$ cat src/rtl/atm_controller_fsm_pkg.sv
// -----------------------------------------------------------------------------
// atm_controller_fsm_pkg
// Shared definitions for the ATM session controller: the 3-bit state
// encoding seen on the 'state' output and the default authentication limits.
// -----------------------------------------------------------------------------
package atm_controller_fsm_pkg;

   // Default number of PIN_ENTRY cycles without a verdict that count as one
   // failed attempt, and the number of failed attempts that lock the terminal.
   localparam int DEF_PIN_TIMEOUT  = 4;
   localparam int DEF_MAX_ATTEMPTS = 3;

   // Encodings are visible to the display logic, so they are fixed
   // explicitly. Code 7 is unused and recovers to IDLE.
   typedef enum logic [2:0] {
      ST_IDLE      = 3'd0,
      ST_PIN_ENTRY = 3'd1,
      ST_MENU      = 3'd2,
      ST_BALANCE   = 3'd3,
      ST_WITHDRAW  = 3'd4,
      ST_DISPENSE  = 3'd5,
      ST_FROZEN    = 3'd6
   } state_t;

   // True for states that belong to an authenticated session.
   function automatic logic is_authenticated(input state_t st);
      return (st == ST_MENU) || (st == ST_BALANCE) ||
             (st == ST_WITHDRAW) || (st == ST_DISPENSE);
   endfunction

endpackage

$ cat src/rtl/atm_pin_attempt_ctr.sv
// -----------------------------------------------------------------------------
// atm_pin_attempt_ctr
// Timeout and failed-attempt counters for PIN entry. Every PIN_TIMEOUT cycles
// spent in PIN_ENTRY without correct_pin count as one failed attempt; the
// attempt that reaches MAX_ATTEMPTS raises a single-cycle lockout request.
//
// Ports:
//   clk           in  system clock, rising edge
//   reset         in  asynchronous, active-high reset
//   in_pin_entry  in  controller is currently in PIN_ENTRY
//   clear         in  start of a new session (card accepted in IDLE)
//   correct_pin   in  upstream PIN-verified strobe
//   lockout       out final failed attempt occurs on this edge
// -----------------------------------------------------------------------------
module atm_pin_attempt_ctr
   import atm_controller_fsm_pkg::*;
#(
   parameter int PIN_TIMEOUT  = DEF_PIN_TIMEOUT,
   parameter int MAX_ATTEMPTS = DEF_MAX_ATTEMPTS
) (
   input  logic clk,
   input  logic reset,
   input  logic in_pin_entry,
   input  logic clear,
   input  logic correct_pin,
   output logic lockout
);

   localparam int TW = (PIN_TIMEOUT > 1) ? $clog2(PIN_TIMEOUT) : 1;
   localparam int AW = $clog2(MAX_ATTEMPTS + 1);

   localparam logic [TW-1:0] TMO_LAST = TW'(PIN_TIMEOUT - 1);
   localparam logic [AW-1:0] ATT_LAST = AW'(MAX_ATTEMPTS - 1);
   localparam logic [AW-1:0] ATT_MAX  = AW'(MAX_ATTEMPTS);

   logic [TW-1:0] tmo_cnt;
   logic [AW-1:0] att_cnt;
   logic          timeout_hit;

   // A verdict on the same edge as the timeout cancels the failed attempt.
   assign timeout_hit = in_pin_entry && !correct_pin && (tmo_cnt == TMO_LAST);
   assign lockout     = timeout_hit && (att_cnt == ATT_LAST);

   // NOTE: sequential state uses non-blocking assignments so every register
   // samples pre-edge values regardless of statement order.
   always_ff @(posedge clk or posedge reset) begin
      if (reset) begin
         tmo_cnt <= '0;
         att_cnt <= '0;
      end else if (clear || (in_pin_entry && correct_pin)) begin
         tmo_cnt <= '0;
         att_cnt <= '0;
      end else if (in_pin_entry) begin
         if (timeout_hit) begin
            tmo_cnt <= '0;
            // Saturate rather than wrap.
            if (att_cnt != ATT_MAX) begin
               att_cnt <= att_cnt + 1'b1;
            end
         end else begin
            tmo_cnt <= tmo_cnt + 1'b1;
         end
      end
   end

endmodule

$ cat src/rtl/atm_controller_fsm.sv
// -----------------------------------------------------------------------------
// atm_controller_fsm
// Moore control FSM for an ATM session: card insertion, PIN authentication,
// menu, balance enquiry, withdrawal and dispense, with terminal lock after
// repeated failed authentication.
//
// Ports:
//   clk             in   system clock, rising edge
//   reset           in   asynchronous, active-high reset
//   insert_card     in   card-inserted request
//   pin_input[15:0] in   keyed PIN value (verified upstream; unused here)
//   correct_pin     in   upstream PIN-verified strobe
//   balance_check   in   menu request: balance enquiry
//   withdraw        in   menu request: withdrawal
//   print_balance   in   print-receipt request
//   amount_entered  in   withdrawal amount confirmed
//   cash_eject      in   cash taken / dispenser done
//   exit            in   cancel / end session
//   state[2:0]      out  current state encoding
//   auth_success    out  session authenticated
//   freeze          out  terminal locked
// -----------------------------------------------------------------------------
module atm_controller_fsm
   import atm_controller_fsm_pkg::*;
#(
   parameter int PIN_TIMEOUT  = DEF_PIN_TIMEOUT,
   parameter int MAX_ATTEMPTS = DEF_MAX_ATTEMPTS
) (
   input  logic        clk,
   input  logic        reset,
   input  logic        insert_card,
   input  logic [15:0] pin_input,
   input  logic        correct_pin,
   input  logic        balance_check,
   input  logic        withdraw,
   input  logic        print_balance,
   input  logic        amount_entered,
   input  logic        cash_eject,
   input  logic        exit,
   output logic [2:0]  state,
   output logic        auth_success,
   output logic        freeze
);

   state_t cur_state;
   state_t nxt_state;
   logic   lockout;
   logic   session_start;
   logic   pin_unused;

   // The PIN value is checked upstream; only the verdict matters here.
   assign pin_unused = ^pin_input;

   assign session_start = (cur_state == ST_IDLE) && insert_card;

   atm_pin_attempt_ctr #(
      .PIN_TIMEOUT  (PIN_TIMEOUT),
      .MAX_ATTEMPTS (MAX_ATTEMPTS)
   ) u_attempt_ctr (
      .clk          (clk),
      .reset        (reset),
      .in_pin_entry (cur_state == ST_PIN_ENTRY),
      .clear        (session_start),
      .correct_pin  (correct_pin),
      .lockout      (lockout)
   );

   // State register.
   always_ff @(posedge clk or posedge reset) begin
      if (reset) begin
         cur_state <= ST_IDLE;
      end else begin
         cur_state <= nxt_state;
      end
   end

   // Next-state logic. Within each state the if/else chain encodes request
   // priority.
   always_comb begin
      // NOTE: default assignment first so no path leaves nxt_state unassigned
      // (which would infer a latch).
      nxt_state = cur_state;
      case (cur_state)
         ST_IDLE: begin
            if (insert_card) nxt_state = ST_PIN_ENTRY;
         end
         ST_PIN_ENTRY: begin
            // A lockout cannot be dodged by cancelling on the same edge.
            if (correct_pin)  nxt_state = ST_MENU;
            else if (lockout) nxt_state = ST_FROZEN;
            else if (exit)    nxt_state = ST_IDLE;
         end
         ST_MENU: begin
            if (exit)               nxt_state = ST_IDLE;
            else if (withdraw)      nxt_state = ST_WITHDRAW;
            else if (balance_check) nxt_state = ST_BALANCE;
         end
         ST_BALANCE: begin
            if (exit)               nxt_state = ST_IDLE;
            else if (print_balance) nxt_state = ST_MENU;
         end
         ST_WITHDRAW: begin
            if (exit)                nxt_state = ST_IDLE;
            else if (amount_entered) nxt_state = ST_DISPENSE;
         end
         ST_DISPENSE: begin
            if (cash_eject || exit) nxt_state = ST_IDLE;
         end
         ST_FROZEN: begin
            nxt_state = ST_FROZEN;
         end
         default: begin
            nxt_state = ST_IDLE;
         end
      endcase
   end

   // Output decode of the registered state only.
   always_comb begin
      state        = cur_state;
      auth_success = is_authenticated(cur_state);
      freeze       = (cur_state == ST_FROZEN);
   end

endmodule

$ cat config.mk
export PLATFORM = sky130hd
export DESIGN_NAME = atm_controller_fsm
export DESIGN_NICKNAME = d
export VERILOG_FILES = /design/src/rtl/atm_controller_fsm_pkg.sv /design/src/rtl/atm_pin_attempt_ctr.sv /design/src/rtl/atm_controller_fsm.sv
export SDC_FILE = /design/constraint.sdc
export NUM_CORES = 1
export LEC_CHECK = 0
export ABC_AREA = 0
export CAP_MARGIN = 5
export CORE_MARGIN = 2
export CORE_UTILIZATION = 32
export CTS_CLUSTER_SIZE = 24
export DETAILED_ROUTE_END_ITERATION = 12
export GPL_TIMING_DRIVEN = 0
export PLACE_DENSITY = 0.73
export RECOVER_POWER = 50
export SLEW_MARGIN = 20
export SYNTH_ARGS = -nofsm -noshare
export SYNTH_HDL_FRONTEND = slang
export SYNTH_SLANG_ARGS = --single-unit
$ cat constraint.sdc
create_clock -name clk -period 1.37 [get_ports clk]
set_input_delay 0.274 -clock clk [delete_from_list [all_inputs] [get_ports clk]]
set_output_delay 0.274 -clock clk [all_outputs]
set_load 0.1 [all_outputs]
==> results.ini <==
[drt]
drcViolationCount=0
avgRoutedWirePerCell_um=14.8
vias=517
drtIter0Drc=5
dr.pass1.iters=4
routed_wl_um=1390
vias_per_cell=5.50
drtAntennaViolNets=0

[cells_and_area]
final_cells=94
area_growth_pct=65.6
antenna_cells=0
nets=108
post-route-util_pct=56.8
drive_gt1_share_pct=37.2

[setup_path]
cp.required_ns=1.56
critical_path_class=flop to flop
ff2ff_setup_slack_ns=-0.18
max_stage_delay_ns=0.49
r2r-start=state[2]
r2r_end=u_attempt_ctr.att_cnt[1]
cp_slowest_cell=dfrtp_4
path_cells=buf_12 -> nor4b_4 -> nand3b_2 -> or2_0 -> a21oi_2
cp-start-kind=flop
arrival_ns=1.73
crit_buf_inv=1
path_max_fanout=5
critical-path-top-delay-family=simple AND/OR/NAND/NOR gates
worstSetupStartpoint=state[2]
critPathCaptureType=flop
reg2reg_depth=5

[placed_design]
dp.cells=85
hpwl_um=936
place_ws_ns=-0.807
gp_congestion=0.731
port_buffers=14

[die]
dieArea_um2=1950
start_util_pct=34.3
rows=14
die_x_um=44.2
core_area_um2=1510
boundaryPins=31
die_y_um=44.2

[grt]
grt_pass1_vias=447
grt_max_degree=11
grt_usage_pct=14.8
grt_pass1_wl_um=2040
overflow=0
antenna_found_initial=0

[synthesis]
async_flop_share_pct=100
syn_nets=84
syn_inst=55
synth_edf_count=0
synth_area_um2=517
synthTopCellsByCount=7 x dfrtp_1, 4 x inv_1, 4 x nand2_1, 4 x nor2_1
yosys_register_bits=7
yosys_most_used_dff=dfrtp_1
synth_area_leaders=dfrtp_1 34%, ha_1 7.3%, mux2i_1 5.8%, nor4b_4 4.6%, a21oi_1 2.9%
synth_top_area_share_pct=33.9
ys_seq_area_share_pct=33.9
yosysMostFrequentCell=dfrtp_1
yosys_warnings=0
ys_types=30
syn_avg_cell_area_um2=9.40
synth_top_cell_by_area=dfrtp_1

[run]
maxCapViolations=0

[timing]
post-route-min-period_ns=1.55
slew_violations=0
rsz0062_at_grt=yes
finalSetupViolations=6
max_freq_ghz=0.646
tightest_slew_ns=0.484
period_share_pct=113
setup_slack_ns=-0.179
skew_ns=0.00810
holdWs_ns=0.380
finalHoldViolCount=0
slew_headroom_pct=68.0

[clocking]
htreeDepth=1
cts.sinks=7
cts-hold-fix-buffers=0
cts_buffer_depth=2
insertion_delay_ns=0.26
clk_pin_slew_ns=0.06
cts_tree=yes
cts_root_buffer=clkbuf_4
cts_buffers=3

[power_and_ir_drop]
power_density_nw_per_um2=2390
ir_worst_vdd_mv=1.57
power.total_mw=2.04
leakage_nw=0.365

[status]
status=finished with violations
failed_checks=negative setup slack

[hold_path]
hold_path.class=input port to async pin

-- stage by stage --
step                area [um^2]  setup TNS (ns)
floorplan                   567           -1.13
global placement            727           -3.87
detailed placement          727           -4.02
CTS                         790          -0.639
global route                856          -0.988
finish                      856          -0.708
-- placed cells by master (no fill, tap or decap), types with 2 or more instances in the layout --
cell,Yosys,routed
nor2_4,0,2
mux2i_1,3,3
nand2_1,4,3
o31ai_1,2,2
dfrtp_1,7,4
nor3_1,3,3
buf_8,0,2
nand3b_1,2,2
dfrtp_4,0,3
nor2_1,4,2
buf_12,0,3
ha_1,3,3
clkdlybuf4s50_1,0,8
clkbuf_4,0,3
buf_4,1,6
a21oi_1,3,3
inv_1,4,4
-- worst max path at each step --
stage | to | cells past startpoint
after floorplan | auth_success | 2
after global placement | auth_success | 3
after detailed placement | auth_success | 3
after CTS | auth_success | 3
after global routing | state[0] | 5
final | u_attempt_ctr.att_cnt[1] | 5
-- state kept, by name (all words and copies together) (netlist names) --
signal,cells
state,3
u_attempt_ctr.att_cnt,2
u_attempt_ctr.tmo_cnt,2
-- routing by layer --
metal | GRT usage, % | routed length (um) | up-vias | share of wire, %
met5 | 0 | 0 | - | 0
met4 | 3.64 | 6 | 0 | 0.43
met3 | 7.76 | 105 | 2 | 7.6
met2 | 21.5 | 706 | 19 | 51
met1 | 19.4 | 572 | 253 | 41
li1 | - | - | 243 | -
-- power breakdown --
group	internal, mW	total, mW	switching (mW)
clock	0.112	0.195	0.0834
sequential	0.299	0.383	0.0846
combinational	0.592	1.46	0.872
total	1.00	2.04	1.04
-- kinds of logic after synthesis --
kind of cell               share of synthesized area [%]
adders and majority gates                           7.26
buffers and inverters                               7.50
AOI/OAI and AO/OA                                   17.4
xor gates and xnor gates                            3.39
muxes                                               5.81
and+or+nand+nor                                     24.7
DFF                                                 33.9
-- repair_timing --
item                                    4_1_cts  5_1_grt
pin swaps                                     0        2
gates resized for setup                      39        5
gates cloned                                  0        1
setup buffers                                 2        2
endpoints found under the setup margin        8        9
-- cell type report --
type | instances | area (um^2)
Inverter | 4 | 15.0
Sequential cell | 7 | 186
Tap cell | 16 | 20.0
Buffer | 3 | 50.0
Timing Repair Buffer | 19 | 205
Clock buffer | 4 | 26.3
Fill cell | 137 | 651
Multi-Input combinational cell | 41 | 353
Power figures use the tool's default switching activity.
